[src/rtl/run_length_detector_if.sv]
// run_length_detector_if
//   Bundles the control, data and status signals of run_length_detector.
//   CLK and RST stay plain ports on the module.
//
// Handshake: EN is a valid-only strobe with no ready/backpressure. A sample
//   is accepted on any CLK edge where EN=1 and CLR=0. The detector is
//   always ready, so the master may present a new bit every cycle.
//
// Signals (master = stream source / status consumer, slave = detector):
//   CLR          m->s  synchronous clear, wins over EN
//   EN           m->s  DATA valid this cycle
//   DATA         m->s  serial data bit
//   RUN_LEN      m->s  detection threshold (only sampled while idle)
//   OUT          s->m  00 none, 01 zero-run detected, 10 one-run detected
//   HIT          s->m  one-cycle pulse when a run first reaches threshold
//   RUN_CNT      s->m  current run length, saturating at MAX_RUN
//   ZERO_EVT_CNT s->m  saturating count of zero-run detections
//   ONE_EVT_CNT  s->m  saturating count of one-run detections
//   state_dbg    s->m  FSM state for debug/checkers (0 idle, 1 run, 2 det)
interface run_length_detector_if #(
  parameter int MAX_RUN = 8,
  parameter int EVT_W   = 8
);
  localparam int CNT_W = $clog2(MAX_RUN + 1);

  logic             CLR;
  logic             EN;
  logic             DATA;
  logic [CNT_W-1:0] RUN_LEN;
  logic [1:0]       OUT;
  logic             HIT;
  logic [CNT_W-1:0] RUN_CNT;
  logic [EVT_W-1:0] ZERO_EVT_CNT;
  logic [EVT_W-1:0] ONE_EVT_CNT;
  logic [1:0]       state_dbg;

  modport master (
    output CLR, EN, DATA, RUN_LEN,
    input  OUT, HIT, RUN_CNT, ZERO_EVT_CNT, ONE_EVT_CNT, state_dbg
  );

  modport slave (
    input  CLR, EN, DATA, RUN_LEN,
    output OUT, HIT, RUN_CNT, ZERO_EVT_CNT, ONE_EVT_CNT, state_dbg
  );
endinterface

[src/rtl/run_length_detector.sv]
// run_length_detector
//   Watches a qualified serial bit stream and flags when a run of identical
//   bits reaches a programmable threshold (1..MAX_RUN). Reports the current
//   run length, a one-cycle HIT pulse and per-polarity saturating event
//   counts. All outputs are registered.
//
// Ports:
//   CLK  system clock, all state on posedge
//   RST  asynchronous active-low reset
//   bus  run_length_detector_if.slave (control in, status out)
module run_length_detector #(
  parameter int MAX_RUN = 8,
  parameter int EVT_W   = 8
) (
  input  logic                  CLK,
  input  logic                  RST,
  run_length_detector_if.slave  bus
);
  localparam int CNT_W = $clog2(MAX_RUN + 1);
  localparam logic [CNT_W-1:0] MAX_C = CNT_W'(MAX_RUN);
  localparam logic [CNT_W-1:0] ONE_C = CNT_W'(1);

  typedef enum logic [1:0] {
    IDLE = 2'd0,
    RUN  = 2'd1,
    DET  = 2'd2
  } state_t;

  state_t           state;
  logic             last_bit;
  logic [CNT_W-1:0] thr;
  logic [CNT_W-1:0] run_cnt;
  logic [1:0]       out_q;
  logic             hit_q;
  logic [EVT_W-1:0] zero_evt;
  logic [EVT_W-1:0] one_evt;

  logic [CNT_W-1:0] thr_in;
  logic [CNT_W-1:0] thr_use;
  logic             same;
  logic [CNT_W-1:0] cnt_next;
  logic             reach;
  logic             hit_next;

  always_comb begin
    thr_in = bus.RUN_LEN;
    if (bus.RUN_LEN == '0)
      thr_in = ONE_C;
    else if (bus.RUN_LEN > MAX_C)
      thr_in = MAX_C;

    // The first sample of a run from IDLE is judged against the threshold
    // being loaded in that same cycle, so a RUN_LEN set while idle applies
    // to the very first bit.
    thr_use = (state == IDLE) ? thr_in : thr;

    same     = (state != IDLE) && (bus.DATA == last_bit);
    cnt_next = ONE_C;
    if (same)
      cnt_next = (run_cnt == MAX_C) ? MAX_C : run_cnt + ONE_C;
    reach    = (cnt_next >= thr_use);
    // A saturated run that already sits at the threshold must not re-fire.
    hit_next = (cnt_next == thr_use) && !(same && (run_cnt == thr_use));
  end

  // Threshold follows RUN_LEN while idle and is frozen once a run starts.
  always_ff @(posedge CLK or negedge RST) begin
    if (!RST)
      thr <= ONE_C;
    else if (state == IDLE)
      thr <= thr_in;
  end

  always_ff @(posedge CLK or negedge RST) begin
    if (!RST) begin
      state    <= IDLE;
      last_bit <= 1'b0;
      run_cnt  <= '0;
      out_q    <= 2'b00;
      hit_q    <= 1'b0;
      zero_evt <= '0;
      one_evt  <= '0;
    end else if (bus.CLR) begin
      state    <= IDLE;
      run_cnt  <= '0;
      out_q    <= 2'b00;
      hit_q    <= 1'b0;
      zero_evt <= '0;
      one_evt  <= '0;
    end else if (bus.EN) begin
      case (state)
        IDLE, RUN, DET: begin
          last_bit <= bus.DATA;
          run_cnt  <= cnt_next;
          state    <= reach ? DET : RUN;
          out_q    <= reach ? (bus.DATA ? 2'b10 : 2'b01) : 2'b00;
          hit_q    <= hit_next;
          if (hit_next) begin
            if (bus.DATA) begin
              if (one_evt != '1) one_evt <= one_evt + 1'b1;
            end else begin
              if (zero_evt != '1) zero_evt <= zero_evt + 1'b1;
            end
          end
        end
        default: begin
          state   <= IDLE;
          run_cnt <= '0;
          out_q   <= 2'b00;
          hit_q   <= 1'b0;
        end
      endcase
    end else begin
      hit_q <= 1'b0;
    end
  end

  assign bus.OUT          = out_q;
  assign bus.HIT          = hit_q;
  assign bus.RUN_CNT      = run_cnt;
  assign bus.ZERO_EVT_CNT = zero_evt;
  assign bus.ONE_EVT_CNT  = one_evt;
  assign bus.state_dbg    = state;
endmodule

[src/flat_wrapper.sv]
// flat-port wrapper written by rule: the top's interface ports become plain ports
module run_length_detector_flat 
#(
  parameter int MAX_RUN = 8,
  parameter int EVT_W   = 8
)
  (CLK, RST, bus_CLR, bus_EN, bus_DATA, bus_RUN_LEN, bus_OUT, bus_HIT, bus_RUN_CNT, bus_ZERO_EVT_CNT, bus_ONE_EVT_CNT, bus_state_dbg);
  run_length_detector_if #(.MAX_RUN(MAX_RUN), .EVT_W(EVT_W)) bus_i ();
  input  logic CLK;
  input  logic RST;
  input wire logic [$bits(bus_i.CLR)-1:0] bus_CLR;
  input wire logic [$bits(bus_i.EN)-1:0] bus_EN;
  input wire logic [$bits(bus_i.DATA)-1:0] bus_DATA;
  input wire logic [$bits(bus_i.RUN_LEN)-1:0] bus_RUN_LEN;
  output wire logic [$bits(bus_i.OUT)-1:0] bus_OUT;
  output wire logic [$bits(bus_i.HIT)-1:0] bus_HIT;
  output wire logic [$bits(bus_i.RUN_CNT)-1:0] bus_RUN_CNT;
  output wire logic [$bits(bus_i.ZERO_EVT_CNT)-1:0] bus_ZERO_EVT_CNT;
  output wire logic [$bits(bus_i.ONE_EVT_CNT)-1:0] bus_ONE_EVT_CNT;
  output wire logic [$bits(bus_i.state_dbg)-1:0] bus_state_dbg;
  assign bus_i.CLR = bus_CLR;
  assign bus_i.EN = bus_EN;
  assign bus_i.DATA = bus_DATA;
  assign bus_i.RUN_LEN = bus_RUN_LEN;
  assign bus_OUT = bus_i.OUT;
  assign bus_HIT = bus_i.HIT;
  assign bus_RUN_CNT = bus_i.RUN_CNT;
  assign bus_ZERO_EVT_CNT = bus_i.ZERO_EVT_CNT;
  assign bus_ONE_EVT_CNT = bus_i.ONE_EVT_CNT;
  assign bus_state_dbg = bus_i.state_dbg;
  run_length_detector #(.MAX_RUN(MAX_RUN), .EVT_W(EVT_W)) u_core (.CLK(CLK), .RST(RST), .bus(bus_i));
endmodule
[config.mk]
export PLATFORM = sky130hd
export DESIGN_NAME = run_length_detector_flat
export DESIGN_NICKNAME = d
export VERILOG_FILES = /design/src/rtl/run_length_detector_if.sv /design/src/rtl/run_length_detector.sv /design/src/flat_wrapper.sv
export SDC_FILE = /design/constraint.sdc
export NUM_CORES = 1
export LEC_CHECK = 0
export ABC_AREA = 1
export CAP_MARGIN = 0
export CORE_MARGIN = 1
export CORE_UTILIZATION = 49
export CTS_BUF_LIST = sky130_fd_sc_hd__clkbuf_4 sky130_fd_sc_hd__clkbuf_8
export DETAILED_ROUTE_END_ITERATION = 7
export GPL_ROUTABILITY_DRIVEN = 0
export PLACE_DENSITY = 0.86
export SETUP_SLACK_MARGIN = 0.3
export SYNTH_ARGS = -nofsm -noshare
export SYNTH_HDL_FRONTEND = slang
export SYNTH_SLANG_ARGS = --single-unit
[constraint.sdc]
create_clock -name CLK -period 3.94 [get_ports CLK]
set_input_delay 0.788 -clock CLK [delete_from_list [all_inputs] [get_ports CLK]]
set_output_delay 0.788 -clock CLK [all_outputs]
set_load 0.01 [all_outputs]
==> results.md, run 1 <==
* CP max FO at 9
* Vias in the first global route at 1635
* Pwr/cell area at 372 mW/mm^2
* Clock buffer depth at 2
* Die width at between 60 and 70 um
* Max-Cap Viols at 0
* Fin. max-slew vios at 0
* CP Class: input pin to flip-flop
* Total power draw at about 890 uW
* Ys Warns at 0
* Dpl hpwl at 3.01 mm
* Post-CTS sizing at 0
* Gate count of the mapped netlist at 250
* Post-synth net total at about 270
* Worst-margin pin slew at 747 ps
* Startpoint Class: input pin
* Worst-skew pair later-pin latency at 290 ps
* Top post-synthesis cells by area: dfrtp_1 (38%), nand2_1 (13%), nand3_1 (8.7%)
* GRT overflow at 0
* WL per Instance at 12.4 um
* Mapped cell area at approximately 0.0019 sq mm
* Largest net degree at the start of global routing at 31
* # nets final at 305
* Total number of vias at between 1500 and 2000
* Unrepaired setup endpoints after global routing: no
* CTS tree: built
* H-tree depth at 2
* Lkg Pwr at ~1.2 nW
* Vias per std cell at approximately 5.2
* Initial core utilization at 51.7%
* Die area at 0.00414 sq mm
* Num CTS Buffers at 5
* First-pass GRT wire length at around 7.3 mm
* Violation count after the first detailed-route iteration at 59
* Setup tns final at 0 ps
* Seq cells post-synth at 30
* Post-CTS setup buffer count at 0
* Initial antenna violation count at 0
* Final ANT Viol Nets at 0
* # diodes at 0
* DRT Wirelength at 4.18 mm
* PortBufs at 33
* Root Buffer: clkbuf_8
* Worst slew margin at around half
* Ratio of cells with drive above 1 in the final layout at 10.4%
* Status: finished clean
* Io pins at 34
* Setup violators final at 0
* Peak supply drop at 0.225 mV
* Yosys top cell area share at 38.1%
* Fin. Hold Viols at 0
* Min cycle time layout at roughly 2900 ps
* Die Y at 64.4 um
* Yosys top cell by area: dfrtp_1
* Remaining DRCs at 0
* F_max at 0.345 GHz
* Gr usage total at about 23%
* Nature of the critical path endpoint: flip-flop
* Fillers at ~330
* Placeable Area at 0.00369 sq mm
* Pre-antenna DRT Iters at 5
* Post-synthesis sequential area ratio at slightly below 40%
* Hold-fix buffers, CTS at 0
* Hold crit path type: flip-flop to flip-flop
* Syn Area/Cell at 7.62 sq um
* Clk sinks at 30
* CP required at 4160 ps
* Row cnt at 22
* Reg clk slew, reported paths at 60 ps
* Arr. time, crit path at 3120 ps
* Final period util at 73.5%
* Netlist cell types at 30
* Layout area overhead at 25.4%
* Worst Skew at roughly 4.4 ps
-- worst max-delay path: stages --
cell	delay, ps
clkdlybuf4s50_1	530
inv_1	100
o21ai_2	160
nor2_4	50
inv_1	80
a21oi_1	60
ha_1	310
nand2_1	50
inv_1	70
nand3_1	110
nor2_1	310
nand3_4	210
nand2_4	150
nand2_1	70
nand2_1	50
-- cells by family after synthesis --
group	Yosys count	synth area share (%)
flops	30	39.5
fa+ha+maj	8	5.25
simple gates	144	36.8
xor+xnor	8	3.68
compound gates	24	7.62
buf+inv	36	7.16
-- placed cells by master, fill, tap and decap left out, types with 2 or more instances in the layout --
cell and count:
xor2_1 6, o21ai_0 7, nor3_1 3, a211oi_1 3, clkbuf_8 6, a21oi_1 4
ha_1 8, nor2_1 22, nand4_1 2, clkdlybuf4s50_1 33, nand2_1 65, inv_1 30
nand2_2 5, nor2_4 3, nand2_4 4, inv_2 2, o22ai_1 3, nand3_1 33
xnor2_1 2, nand3_4 2, buf_4 2, dfrtp_1 29, nor3b_1 2, a31oi_1 4
-- synth_stat cells (all sizes together) --
library cell,number
nand2,74
nand3,36
inv,32
dfrtp,29
nor2,26
ha,8
o21ai,8
xor2,6
a21oi,4
a31oi,4
a211oi,3
clkbuf,3
nor3,3
o22ai,3
nand4,2
nor3b,2
xnor2,2
buf,1
dfstp,1
o21bai,1
o31ai,1
or2,1
-- metrics by stage --
step / hold WS (ps) / instance area [sq um] / instances / setup WS, ps / utilization (%)
CTS: 524 / 2390 / 337 / 1050 / 64.8
global placement: 506 / 2290 / 329 / 825 / 62.2
global route: 546 / 2390 / 337 / 783 / 64.8
detailed placement: 507 / 2290 / 329 / 733 / 62.2
finish: 522 / 2390 / 337 / 1040 / 64.8
floorplan: 480 / 1910 / 250 / 1570 / -
-- path summary, 6_finish.rpt --
kind	startpoint	end	slack, ps	cells after the start
setup / recovery	bus_DATA	u_core.bus.ZERO_EVT_CNT[6]	1040	15
hold / removal	u_core.thr[1]	u_core.thr[1]	520	2
setup reg to reg	u_core.bus.RUN_CNT[0]	u_core.bus.ZERO_EVT_CNT[6]	1480	14
hold reg to reg	u_core.thr[1]	u_core.thr[1]	520	2
max in group asynchronous	RST	u_core.thr[0]	2740	2
min in group asynchronous	RST	u_core.bus.ONE_EVT_CNT[4]	890	2
-- report_power, final --
| part | internal (mW) | switching, mW | leakage, nW |
|---|---|---|---|
| Combinational | 0.103 | 0.151 | 0.729 |
| Sequential | 0.340 | 0.0293 | 0.402 |
| Clock | 0.148 | 0.118 | 0.0517 |
-- layout make-up --
class / instances / area [sq um] / area share [%]
inverters: 32 / 120 / 5.03
well taps: 48 / 60.1 / 2.51
flip-flops and latches: 30 / 752 / 31.5
clock buffers: 7 / 90.1 / 3.77
multi-input cells: 184 / 1020 / 42.6
repair buffers: 35 / 345 / 14.5
clock inverters: 1 / 5.00 / 0.209
-- routing by layer --
layer / share of wire, % / vias up / wire length [um] / global-route usage (%)
li1: - / 884 / - / -
met1: 46 / 811 / 1920 / 28.0
met2: 47 / 45 / 1980 / 38.2
met3: 4.7 / 8 / 195 / 6.07
met4: 1.9 / 0 / 81 / 11.4
met5: 0 / - / 0 / 0
-- flip-flops by register name, indices dropped and copies added, names as in the netlist --
name	flops
u_core.bus.HIT	1
u_core.bus.ONE_EVT_CNT	8
u_core.bus.OUT	2
u_core.bus.RUN_CNT	4
u_core.bus.ZERO_EVT_CNT	8
u_core.bus.state_dbg	2
u_core.last_bit	1
u_core.thr	4
(Power assumes the default switching activity.)
==> run 2, diff against run 1 <==
clock period = 2.8 ns   (was 3.94 ns; I/O delays follow)
==> run 2 against run 1 <==
Net effect: combinational power rose by 48%; cell area rose by 2.5%; sequential cell count did not move; utilization rose by 1.6 points; register-to-register slack got worse by 990 ps.
==> results.md, run 2 (same netlist as run 1, synthesis figures left out) <==
* Post-Place Cells at 331
* First-pass GRT wire length at 7.25 mm
* Final period util at 82.8%
* DRT Wirelength at 4.36 mm
* Die Y at 64.4 um
* Violation count after the first detailed-route iteration at 57
* Max-Cap Viols at 0
* Clock buffer depth at 2
* Layout area overhead at 28.6%
* Dpl hpwl at 2.99 mm
* Slack of the worst reg-to-reg path at 490 ps
* Most frequent cells in the layout: nand2_1 (65), nand3_1 (33), clkdlybuf4s50_1 (32), dfrtp_1 (29), inv_1 (28)
* Remaining DRCs at 0
* CTS tree: built
* Worst-margin pin slew at 738 ps
* Largest net degree at the start of global routing at 31
* Min cycle time layout at 2320 ps
* GRT overflow at 0
* Vias in the first global route at 1636
* Initial antenna violation count at 0
* Hold crit path type: flip-flop to flip-flop
* Worst Skew at 9.13 ps
* Final hold slack at around 530 ps
* Root Buffer: clkbuf_8
* Total number of vias at 1784
* Peak supply drop at 0.485 mV
* Startpoint Class: input pin
* Worst slew margin at 50.7%
* Worst-skew pair later-pin latency at 290 ps
* Multi-input gate area at roughly 0.0010 sq mm
* # diodes at 0
* WL per Instance at 12.8 um
* CP required at 3030 ps
* Fin. max-slew vios at 0
* Fillers at 326
* Pre-antenna DRT Iters at 5
* Die width at 64.4 um
* Switching power share of the total at 33.0%
* Initial core utilization at about 52%
* Gr usage total at 22.9%
* Final cell count without fillers at 341
* Arr. time, crit path at 2550 ps
* CP max FO at 8
* Clk sinks at 30
* Setup violators final at 0
* Unrepaired setup endpoints after global routing: no
* Reg area at 752 sq um
* # nets final at just over 300
* Die area at 0.00414 sq mm
* H-tree depth at 2
* Placeable Area at 0.00369 sq mm
* Setup tns final at 0 ps
* PortBufs at 33
* Vias per std cell at 5.23
* Clk pwr share at 32.6%
* Net Sw Power at approximately 440 uW
* Pwr/cell area at around 540 mW/mm^2
* Lkg Pwr at between 1 and 1.5 nW
* Reg clk slew, reported paths at 70 ps
* Num CTS Buffers at 5
* Logic gate share of total power at 28.2%
* Total power draw at 1.33 mW
* Nature of the critical path endpoint: flip-flop
* CP Class: input pin to flip-flop
* Sequential Power Share at 39.2%
* Power Internal at 891 uW
* Row cnt at 22
* Ratio of cells with drive above 1 in the final layout at around an eighth
* Fin. Hold Viols at 0
* Io pins at 34
* F_max at about 0.43 GHz
* Most common cell after layout, fill and taps aside: nand2_1
* Final ANT Viol Nets at 0
* Status: finished clean
==> run 2: metal layers <==
metal,GRT usage [%],vias to the layer above,share of wire [%]
met1,28.0,839,45
met4,10.0,0,1.4
met5,0,-,0
met2,38.6,43,50
li1,-,896,-
met3,5.00,6,3.8
==> run 2: path summary, 6_finish.rpt <==
check | cells past startpoint | end | start
max | 14 | u_core.bus.ZERO_EVT_CNT[2] | bus_RUN_LEN[3]
max in group asynchronous | 2 | u_core.thr[0] | RST
min | 2 | u_core.thr[1] | u_core.thr[1]
min in group asynchronous | 2 | u_core.bus.ONE_EVT_CNT[2] | RST
min reg2reg | 2 | u_core.thr[1] | u_core.thr[1]
max reg2reg | 14 | u_core.bus.ZERO_EVT_CNT[2] | u_core.bus.RUN_CNT[0]
==> run 2: worst max-delay path, cell delays in order <==
cell and delay [ps]:
clkdlybuf4s50_1 440, inv_2 110, nand3_1 100, nand2_1 110, inv_1 50, ha_1 270
nand2_1 50, inv_1 60, nand3_1 130, nor2_4 230, nand3_4 150, nand2_4 140
nand2_1 80, nand2_1 60
==> run 2: timing repair <==
item | CTS | global route
resized for setup | 4 | 2
endpoints found under the setup margin | 16 | 13
gates cloned | 2 | 0
pin swaps | 3 | 1
hold buffers | 0 | 0
buffers inserted | 0 | 0
==> run 2: stage by stage <==
stage	cell area, sq um	utilization, %	setup slack, ps
final	2450	66.4	482
after global routing	2450	66.4	314
after CTS	2450	66.4	431
after detailed placement	2310	62.6	-135
after global placement	2310	62.6	-50.3
after floorplan	1910	-	618
==> run 2: power groups by stage <==
stage,Sequential (mW),Clock [mW],Combinational [mW]
final,0.521,0.434,0.376
after global routing,0.527,0.459,0.420
after CTS,0.521,0.440,0.377
after detailed placement,0.528,0,0.363
after global placement,0.526,0,0.355
after floorplan,0.533,0,0.226
==> run 2: cell type report <==
type	count	share of cell area [%]
timing repair buffer	37	14.7
inverter	32	4.90
tap	48	2.45
sequential	30	30.7
clock inverter	3	1.63
clock buffer	5	2.81
multi-input combinational	186	42.8
